===== config.mk =====
export PLATFORM = sky130hd
export DESIGN_NAME = ws2801_chain_driver
export DESIGN_NICKNAME = d
export VERILOG_FILES = /design/src/rtl/ws2801_pkg.sv /design/src/rtl/ws2801_bit_timer.sv /design/src/rtl/ws2801_chain_driver.sv
export SDC_FILE = /design/constraint.sdc
export NUM_CORES = 1
export LEC_CHECK = 0
export ABC_AREA = 0
export CAP_MARGIN = 20
export CORE_MARGIN = 5
export CORE_UTILIZATION = 40
export CTS_CLUSTER_DIAMETER = 200
export CTS_CLUSTER_SIZE = 8
export DETAILED_ROUTE_END_ITERATION = 8
export PLACE_DENSITY_LB_ADDON = 0.25
export RECOVER_POWER = 100
export SKIP_LAST_GASP = 1
export SLEW_MARGIN = 20
export SYNTH_ARGS = -nofsm -noshare
export SYNTH_HDL_FRONTEND = slang
export SYNTH_SLANG_ARGS = --single-unit

===== constraint.sdc =====
create_clock -name clk -period 1.6 [get_ports clk]
set_input_delay 0.24 -clock clk [delete_from_list [all_inputs] [get_ports clk]]
set_output_delay 0.24 -clock clk [all_outputs]
set_load 0.01 [all_outputs]

===== src/rtl/ws2801_pkg.sv =====
// Shared types and constants for the WS2801 chain driver.
//   rgb_t             : one device's colour word, red in the top byte
//   drv_state_e       : driver FSM state encoding
//   WS2801_BITS       : bits shifted per device
//   calc_latch_cycles : clk cycles covering a latch gap given in microseconds
package ws2801_pkg;

    localparam int unsigned WS2801_BITS = 24;

    typedef struct packed {
        logic [7:0] red;
        logic [7:0] green;
        logic [7:0] blue;
    } rgb_t;

    typedef enum logic [2:0] {
        ST_IDLE   = 3'd0,
        ST_FETCH  = 3'd1,
        ST_LOAD   = 3'd2,
        ST_BIT_LO = 3'd3,
        ST_BIT_HI = 3'd4,
        ST_LATCH  = 3'd5
    } drv_state_e;

    // Rounded up so the gap is never shorter than requested.
    function automatic int unsigned calc_latch_cycles(input int unsigned clk_hz,
                                                      input int unsigned latch_us);
        longint unsigned cyc;
        cyc = (64'(clk_hz) * 64'(latch_us) + 64'd999_999) / 64'd1_000_000;
        return 32'(cyc);
    endfunction

endpackage


===== src/rtl/ws2801_bit_timer.sv =====
// Phase timer for one CKI half-period.
//   clk, rst_n  : clock, async active-low reset
//   clear_i     : restart the phase (asserted on FSM state entry)
//   en_i        : count while a bit phase is active
//   phase_end_o : high during the last cycle of each CLK_DIV-cycle phase
module ws2801_bit_timer
    import ws2801_pkg::*;
#(
    parameter int unsigned CLK_DIV = 25
) (
    input  logic clk,
    input  logic rst_n,
    input  logic clear_i,
    input  logic en_i,
    output logic phase_end_o
);

    localparam int unsigned CNT_W = $clog2(CLK_DIV);
    localparam logic [CNT_W-1:0] CNT_LAST = CNT_W'(CLK_DIV - 1);

    logic [CNT_W-1:0] cnt_q, cnt_d;
    logic             phase_end_d;

    // Tick is registered from the next count so it lines up with cnt_q == LAST.
    always_comb begin
        cnt_d       = cnt_q;
        phase_end_d = 1'b0;
        if (clear_i) begin
            cnt_d = '0;
        end else if (en_i) begin
            cnt_d       = (cnt_q == CNT_LAST) ? '0 : cnt_q + CNT_W'(1);
            phase_end_d = (cnt_d == CNT_LAST);
        end
    end

    always_ff @(posedge clk or negedge rst_n) begin
        if (!rst_n) begin
            cnt_q       <= '0;
            phase_end_o <= 1'b0;
        end else begin
            cnt_q       <= cnt_d;
            phase_end_o <= phase_end_d;
        end
    end

endmodule


===== src/rtl/ws2801_chain_driver.sv =====
// Frame controller for a daisy chain of WS2801 devices.
//   clk, reset_n      : clock, async active-low reset
//   start             : send one frame (taken only in IDLE, not on the done cycle)
//   busy, done        : frame in progress / one-cycle completion pulse
//   rd_en, rd_addr    : frame-buffer read strobe and LED index
//   rd_data           : RGB word, valid the cycle after rd_en
//   led_sdi, led_cki  : serial data and clock to the chain
module ws2801_chain_driver
    import ws2801_pkg::*;
#(
    parameter int unsigned NUM_LEDS     = 16,
    parameter int unsigned CLK_DIV      = 25,
    parameter int unsigned LATCH_CYCLES = 30000,
    parameter int unsigned ADDR_W       = (NUM_LEDS > 1) ? $clog2(NUM_LEDS) : 1
) (
    input  logic                         clk,
    input  logic                         reset_n,
    input  logic                         start,
    output logic                         busy,
    output logic                         done,
    output logic                         rd_en,
    output logic [ADDR_W-1:0]            rd_addr,
    input  logic [WS2801_BITS-1:0]       rd_data,
    output logic                         led_sdi,
    output logic                         led_cki
);

    localparam int unsigned LAT_W = $clog2(LATCH_CYCLES + 1);
    localparam int unsigned BIT_W = 5;

    localparam logic [2:0] S_IDLE   = 3'(ST_IDLE);
    localparam logic [2:0] S_FETCH  = 3'(ST_FETCH);
    localparam logic [2:0] S_LOAD   = 3'(ST_LOAD);
    localparam logic [2:0] S_BIT_LO = 3'(ST_BIT_LO);
    localparam logic [2:0] S_BIT_HI = 3'(ST_BIT_HI);
    localparam logic [2:0] S_LATCH  = 3'(ST_LATCH);

    localparam logic [ADDR_W-1:0] LAST_LED = ADDR_W'(NUM_LEDS - 1);
    localparam logic [BIT_W-1:0]  LAST_BIT = BIT_W'(WS2801_BITS - 1);
    localparam logic [LAT_W-1:0]  LAT_LAST = LAT_W'(LATCH_CYCLES - 1);

    logic [2:0]              state_q, state_d;
    logic [WS2801_BITS-1:0]  shreg_q, shreg_d;
    rgb_t                    pref_q, pref_d;
    logic [BIT_W-1:0]        bit_idx_q, bit_idx_d;
    logic [ADDR_W-1:0]       led_idx_q, led_idx_d;
    logic [LAT_W-1:0]        lat_cnt_q, lat_cnt_d;
    logic                    rd_valid_q, rd_valid_d;
    logic                    busy_d, done_d, rd_en_d, led_sdi_d, led_cki_d;
    logic [ADDR_W-1:0]       rd_addr_d;
    logic                    phase_end;
    logic                    in_bit;

    assign in_bit = (state_q == S_BIT_LO) || (state_q == S_BIT_HI);

    ws2801_bit_timer #(
        .CLK_DIV (CLK_DIV)
    ) u_bit_timer (
        .clk         (clk),
        .rst_n       (reset_n),
        .clear_i     (state_d != state_q),
        .en_i        (in_bit),
        .phase_end_o (phase_end)
    );

    // Next-state and output decode.
    always_comb begin
        state_d    = state_q;
        shreg_d    = shreg_q;
        pref_d     = pref_q;
        bit_idx_d  = bit_idx_q;
        led_idx_d  = led_idx_q;
        lat_cnt_d  = '0;
        rd_valid_d = rd_en;
        busy_d     = busy;
        done_d     = 1'b0;
        rd_en_d    = 1'b0;
        rd_addr_d  = rd_addr;

        // Prefetched word arrives one cycle after its strobe.
        if (rd_valid_q) begin
            pref_d = rgb_t'(rd_data);
        end

        case (state_q)
            S_IDLE: begin
                if (start && !done) begin
                    state_d   = S_FETCH;
                    busy_d    = 1'b1;
                    rd_en_d   = 1'b1;
                    rd_addr_d = '0;
                end
            end
            S_FETCH: state_d = S_LOAD;
            S_LOAD: begin
                shreg_d   = rd_data;
                bit_idx_d = '0;
                led_idx_d = '0;
                state_d   = S_BIT_LO;
            end
            S_BIT_LO: begin
                if (phase_end) begin
                    state_d = S_BIT_HI;
                    // Fetch the next device's word on the first high cycle of bit 23.
                    if (bit_idx_q == LAST_BIT && led_idx_q < LAST_LED) begin
                        rd_en_d   = 1'b1;
                        rd_addr_d = led_idx_q + ADDR_W'(1);
                    end
                end
            end
            S_BIT_HI: begin
                if (phase_end) begin
                    shreg_d = {shreg_q[WS2801_BITS-2:0], 1'b0};
                    if (bit_idx_q != LAST_BIT) begin
                        bit_idx_d = bit_idx_q + BIT_W'(1);
                        state_d   = S_BIT_LO;
                    end else if (led_idx_q < LAST_LED) begin
                        // With CLK_DIV=2 the word is still on rd_data this cycle.
                        shreg_d   = rd_valid_q ? rd_data : pref_q;
                        bit_idx_d = '0;
                        led_idx_d = led_idx_q + ADDR_W'(1);
                        state_d   = S_BIT_LO;
                    end else begin
                        bit_idx_d = '0;
                        state_d   = S_LATCH;
                    end
                end
            end
            S_LATCH: begin
                lat_cnt_d = lat_cnt_q + LAT_W'(1);
                if (lat_cnt_q == LAT_LAST) begin
                    lat_cnt_d = '0;
                    state_d   = S_IDLE;
                    done_d    = 1'b1;
                    busy_d    = 1'b0;
                end
            end
            default: state_d = S_IDLE;
        endcase

        led_cki_d = (state_d == S_BIT_HI);
        led_sdi_d = ((state_d == S_BIT_LO) || (state_d == S_BIT_HI)) ?
                    shreg_d[WS2801_BITS-1] : 1'b0;
    end

    always_ff @(posedge clk or negedge reset_n) begin
        if (!reset_n) begin
            state_q    <= S_IDLE;
            shreg_q    <= '0;
            pref_q     <= '0;
            bit_idx_q  <= '0;
            led_idx_q  <= '0;
            lat_cnt_q  <= '0;
            rd_valid_q <= 1'b0;
            busy       <= 1'b0;
            done       <= 1'b0;
            rd_en      <= 1'b0;
            rd_addr    <= '0;
            led_sdi    <= 1'b0;
            led_cki    <= 1'b0;
        end else begin
            state_q    <= state_d;
            shreg_q    <= shreg_d;
            pref_q     <= pref_d;
            bit_idx_q  <= bit_idx_d;
            led_idx_q  <= led_idx_d;
            lat_cnt_q  <= lat_cnt_d;
            rd_valid_q <= rd_valid_d;
            busy       <= busy_d;
            done       <= done_d;
            rd_en      <= rd_en_d;
            rd_addr    <= rd_addr_d;
            led_sdi    <= led_sdi_d;
            led_cki    <= led_cki_d;
        end
    end

endmodule

Word-level counts from Yosys, hierarchy flattened
Index checks and enable logic that the tools add are counted.

Flip-flop bits (word level): 91. Input port bits: 27. Memory bits (read-only): 0. Bits in writable memories: 0. Bits in latches: 0. Memories kept: 0. Output and inout port bits: 9. Word-level logic and storage cells: 97.

Equal/unequal tests: 20. Bitwise operators: 0. Magnitude comparators: 1. Multiplexer cells: 40. Shift operators: 0. Add/subtract/negate cells: 4. Reductions and logical operators: 14. Divide/modulo/power cells: 0. $mul: 0.

Operators with widths (number): 24-bit 2-to-1 mux (4); 24-bit one-hot mux with 2 select lines (1); 15-bit 2-to-1 mux (2); 5-bit 2-to-1 mux (5); 4-bit 2-to-1 mux (6); 3-bit 2-to-1 mux (6); 3-bit one-hot mux with 6 select lines (1); 4-bit one-hot mux with 2 select lines (2); 15-bit by 1-bit adder with 15-bit output (second input constant) (1); 15-bit equality test (second input constant) (1); 5-bit equality test (second input constant) (3); 5-bit by 1-bit adder with 5-bit output (second input constant) (2); 1-bit 2-to-1 mux (10); 5-bit one-hot mux with 2 select lines (1); 3-bit by 2-bit equality test with 1-bit output (second input constant) (3); 3-bit equality test (second input constant) (3); 2-bit by 1-bit inequality test with 1-bit output (second input constant) (4); 4-bit AND reduction (2); 2-bit nonzero test (4); 2-bit inequality test (second input constant) (3); 5-bit inequality test (second input constant) (1); 4-bit by 1-bit adder with 4-bit output (second input constant) (1); 4-bit < comparator (second input constant) (1); 1-bit one-hot mux with 2 select lines (2); other kinds (8) (10).

Longest topological paths before layout
Word-level depth: 8. Depth in mapped cells: 7. Depth with buffers taken out: 6.

Hierarchy
From an unflattened synthesis, not the netlist that was laid out.

Cells, all modules: 392. Area, all modules: 4345.4 sq um.

By module, submodules not included: ws2801_chain_driver (cells an instance 356, area each 4003.8 sq um, instances 1); ws2801_bit_timer (cells an instance 36, area each 341.6 sq um, instances 1).

Worst setup path after synthesis
Ideal clock, no wire load.

Kind: reg-to-reg. Start point: register led_idx_q[0]. End point: register shreg_q[17]. Path slack: -150 ps. Data required time: 1465 ps. Stages on the path, launching flop included: 8. Library setup time: 135 ps. Arrival: 1616 ps. Path through: dfrtp_1 ha_1 and3_1 buf_2 nor2_8 buf_4 mux2i_1 o21ai_0.

Word-level cells in the longest chain between the ends: 5.

RTL lines: start, declared (line ws2801_chain_driver.sv:46) `logic [ADDR_W-1:0] led_idx_q, led_idx_d;`; start signal, assigned (line ws2801_chain_driver.sv:166) `led_idx_q <= led_idx_d;`; 4-bit < comparator (line ws2801_chain_driver.sv:117) `end else if (led_idx_q < LAST_LED) begin`; 24-bit 2-to-1 mux (line ws2801_chain_driver.sv:117); 24-bit 2-to-1 mux (line ws2801_chain_driver.sv:114) `if (bit_idx_q != LAST_BIT) begin`; 24-bit 2-to-1 mux (line ws2801_chain_driver.sv:112) `if (phase_end) begin`; 24-bit one-hot mux with 2 select lines (line ws2801_chain_driver.sv:85) `case (state_q)`; end signal, assigned (line ws2801_chain_driver.sv:163) `shreg_q <= shreg_d;`; end, declared (line ws2801_chain_driver.sv:43) `logic [WS2801_BITS-1:0] shreg_q, shreg_d;`.

No other way between the ends. The select of a mux whose other input is x is not followed. A chain may end at the register's enable or synchronous reset.

Worst setup path in the final report
Start point: register state_q[2]. End point: register led_idx_q[1].

Word-level cells in the longest chain between the ends: 3. Elaborated cells on any way between the ends: 8. Classes of those cells: eq/ne (5); mux (1); reduce/logical (2).

RTL lines: start, declared (line ws2801_chain_driver.sv:42) `logic [2:0] state_q, state_d;`; start signal, assigned (line ws2801_chain_driver.sv:162) `state_q <= state_d;`; 3-bit equality test / 3-bit by 2-bit equality test with 1-bit output (equally long branches) (line ws2801_chain_driver.sv:85); 2-bit inequality test (no line), or another cell as far along; 4-bit AND reduction (no line).

Several ways; a longest one is shown, not always the timed one.

==> metrics.csv <==
stage;metric;value;unit
outcome;status;finished clean;
cells_and_area;multi_input_area;0.002079;mm²
cts;clk_pin_slew;0.09;ns
die;initial_utilization;0.4073;
synth;muxShareOfSynthArea;0.1156;
cells_and_area;n_antenna_cell;0;
die;row_count;38;
timing;hold_viol;0;
timing;fin_setup_tns;0;ns
cells_and_area;nets;497;
synth;synthArstFlopShare;1.000;
timing;rsz0062_at_grt;yes;
synth;synth-seq-cells;91;
drt;wl_per_cell;15.41;µm
global_route;antenna_found_initial;0;
synth;yosys.area_share.simple;0.1448;
timing;setup_violations;0;
placed_design;placed_area;0.005226;mm²
cells_and_area;seq_area;0.002278;mm²
drt;vias;3226;
drt;drc;0;
cts;cts_tree;built;
synth;synth_compound_area_frac;0.1462;
run;drv_cap;0;
setup_path;cp.required;1.90;ns
synth;synth_cell_types;56;
setup_path;crit_path_end_kind;register;
synth;synthAdderAreaFrac;0.01417;
setup_path;crit_slowest_cell;dfrtp_1;
setup_path;cp_max_fo;8;
placed_design;dp_cells;590;
setup_path;crit_family;compound AO/OA/AOI/OAI gates;
timing;slew_headroom;0.2854;
timing;tightestPinTransition;1.072;ns
drt;wirelength;9.401;mm
setup_path;crit_top_cell;buf_4;
cts;clk_path_buf_depth;2;
timing;setup_slack;0.02173;ns
global_route;track_usage;0.1496;
drt;dr.pass1.iters;4;
synth;synth_top_family_by_area;compound AO/OA/AOI/OAI gates;
global_route;grt_pass1_vias;3296;
cts;cts_buffers;9;
cts;cts-htree-levels;3;
cells_and_area;final_cell_mix;dfrtp_1, buf_4, clkdlybuf4s50_1;
timing;fin_crit_sh;0.9864;
synth;synth_enable_flop_cells;0;
synth;synth_nets;429;
setup_path;crit_path_max_incr_delay;0.41;ns
power;vdd_drop_max;0.3623;mV
setup_path;arrival;1.88;ns
synth;seq_area_frac_synth;0.5157;
global_route;gr-total-overflow;0;
synth;synthXorXnorAreaFrac;0.02975;
synth;netlist_instances;397;
synth;ys.flop_type;dfrtp_1;
die;coreArea;0.01084;mm²
global_route;grt_max_degree;40;
die;die_area;0.01324;mm²
cells_and_area;drive_above_1_share;0.2128;
setup_path;cp_num_buf_inv;2;
cells_and_area;fillers;992;
drt;antenna_left;0;
cells_and_area;layout.cell_area.non_filler;0.005510;mm²
power;power_density;730.3;mW/mm²
timing;skew;0.007832;ns
drt;viasPerCell;5.289;
setup_path;cp_cell_sequence;buf_4, and4bb_2, buf_4, o22ai_1, a32o_1;
cts;root_buffer;clkbuf_8;
power;p_leak;0.002337;µW
setup_path;path_class;reg2reg;
timing;fmax;0.6336;GHz
drt;drt_iter0_drc;182;
timing;holdWs;0.3936;ns
placed_design;numPortBuffers;35;
synth;ys.warnings.count;0;
die;die_h;115.1;µm
placed_design;place_congestion;0.7764;
die;io_pins;36;
timing;layout_min_cycle_time;1.578;ns
synth;avgSynthCellArea;11.12;µm²
worst_hold_path;hold_path_class;reg2reg;
cells_and_area;final_common_cell;dfrtp_1;
cells_and_area;final_cell_count_no_fill;610;
global_route;grt_pass1_wl;15.89;mm
setup_path;critPathLaunchType;register;
timing;slew_violations;0;
die;dieWidth;115.1;µm
cts;clkLatencyLatePin;0.36;ns
cells_and_area;synthToLayoutAreaGrowth;24.79;%
placed_design;place_ws;-0.005512;ns
synth;netlist_area;0.004415;mm²
placed_design;dp_hpwl;6.461;mm
cts;clock-sinks;91;
-- synth_stat cells, drive strengths merged, types with 3 or more instances --
| cell type | n | area (µm²) |
|---|---|---|
| a21oi | 14 | 70.07 |
| nor2b | 3 | 18.77 |
| nand3b | 3 | 26.27 |
| and4 | 4 | 35.03 |
| a21o | 3 | 22.52 |
| nor2 | 23 | 102.6 |
| buf | 17 | 100.1 |
| and3 | 3 | 18.77 |
| clkbuf | 8 | 30.03 |
| and2 | 4 | 25.02 |
| nand3 | 17 | 85.08 |
| ha | 5 | 62.56 |
| dfrtp | 91 | 2277 |
| nand4b | 3 | 41.29 |
| mux2i | 24 | 240.2 |
| a31oi | 3 | 18.77 |
| nor3 | 3 | 20.02 |
| xor2 | 13 | 113.9 |
| nand2b | 3 | 18.77 |
| inv | 5 | 18.77 |
| o21ai | 43 | 215.2 |
| nand2 | 25 | 103.9 |
| nand4 | 7 | 50.05 |
| mux2 | 24 | 270.3 |
| a22oi | 24 | 180.2 |
-- flip-flops by register name, indices dropped and copies added (netlist names) --
| register | flops |
|---|---|
| led_sdi | 1 |
| shreg_q | 24 |
| busy | 1 |
| u_bit_timer.phase_end_o | 1 |
| done | 1 |
| rd_en | 1 |
| led_idx_q | 4 |
| u_bit_timer.cnt_q | 5 |
| lat_cnt_q | 15 |
| led_cki | 1 |
| pref_q | 24 |
| bit_idx_q | 5 |
| rd_valid_q | 1 |
| rd_addr | 4 |
| state_q | 3 |
-- per-layer routing --
layer,track usage,share of wire
met5,0,0
met4,0.05634,0.015
met1,0.2054,0.48
met2,0.2377,0.48
met3,0.02579,0.031
-- area by class of cell --
cell class | count | share of cell area
clock buffers | 9 | 0.02248
clock inverters | 7 | 0.009537
inverters | 5 | 0.003406
multi-input cells | 276 | 0.3774
flip-flops and latches | 91 | 0.4135
well taps | 140 | 0.03179
repair buffers | 82 | 0.1419
-- cell families after synthesis --
logic type      after synthesis
compound gates              101
xor+xnor                     15
fa+ha+maj                     5
buf+inv                      30
flops                        91
mux                          48
simple gates                107
-- path summary, 6_finish.rpt --
kind / from / to / cells after the start / slack (ns)
worst min register to register: rd_en / rd_valid_q / 0 / 0.39
min in group asynchronous: reset_n / u_bit_timer.cnt_q[0] / 2 / 0.59
worst min-delay path: rd_en / rd_valid_q / 0 / 0.39
worst max-delay path: state_q[2] / led_idx_q[1] / 5 / 0.02
worst max register to register: state_q[2] / led_idx_q[1] / 5 / 0.02
max in group asynchronous: reset_n / shreg_q[20] / 3 / 0.25
-- per-stage QoR --
| stage | total power (µW) | util |
|---|---|---|
| global placement | 2648 | 0.4821 |
| detailed placement | 2656 | 0.4821 |
| global route | 4189 | 0.5083 |
| CTS | 4103 | 0.4999 |
| finish | 4024 | 0.5083 |
| floorplan | 2501 | - |
-- repair_timing --
item	4_1_cts	5_1_grt
endpoints found under the hold margin	15	0
hold buffers	1	0
pin swaps	0	6
gates resized for setup	1	22
endpoints found under the setup margin	1	46
setup buffers	0	3
-- worst reg2reg max path, cell delays in order, from the launching register on --
cell and delay, ns:
dfrtp_1 0.41, buf_4 0.18, and4bb_2 0.27, buf_4 0.17
o22ai_1 0.32, a32o_1 0.18
-- power by group --
part / switching, µW / internal [µW] / leakage [µW]
sequential: 24.3 / 2360 / 0.00112
clock: 846 / 578 / 0.0000953
combinational: 102 / 117 / 0.00112
total: 972 / 3050 / 0.00234
No activity file was read; power rests on OpenSTA's default activity.
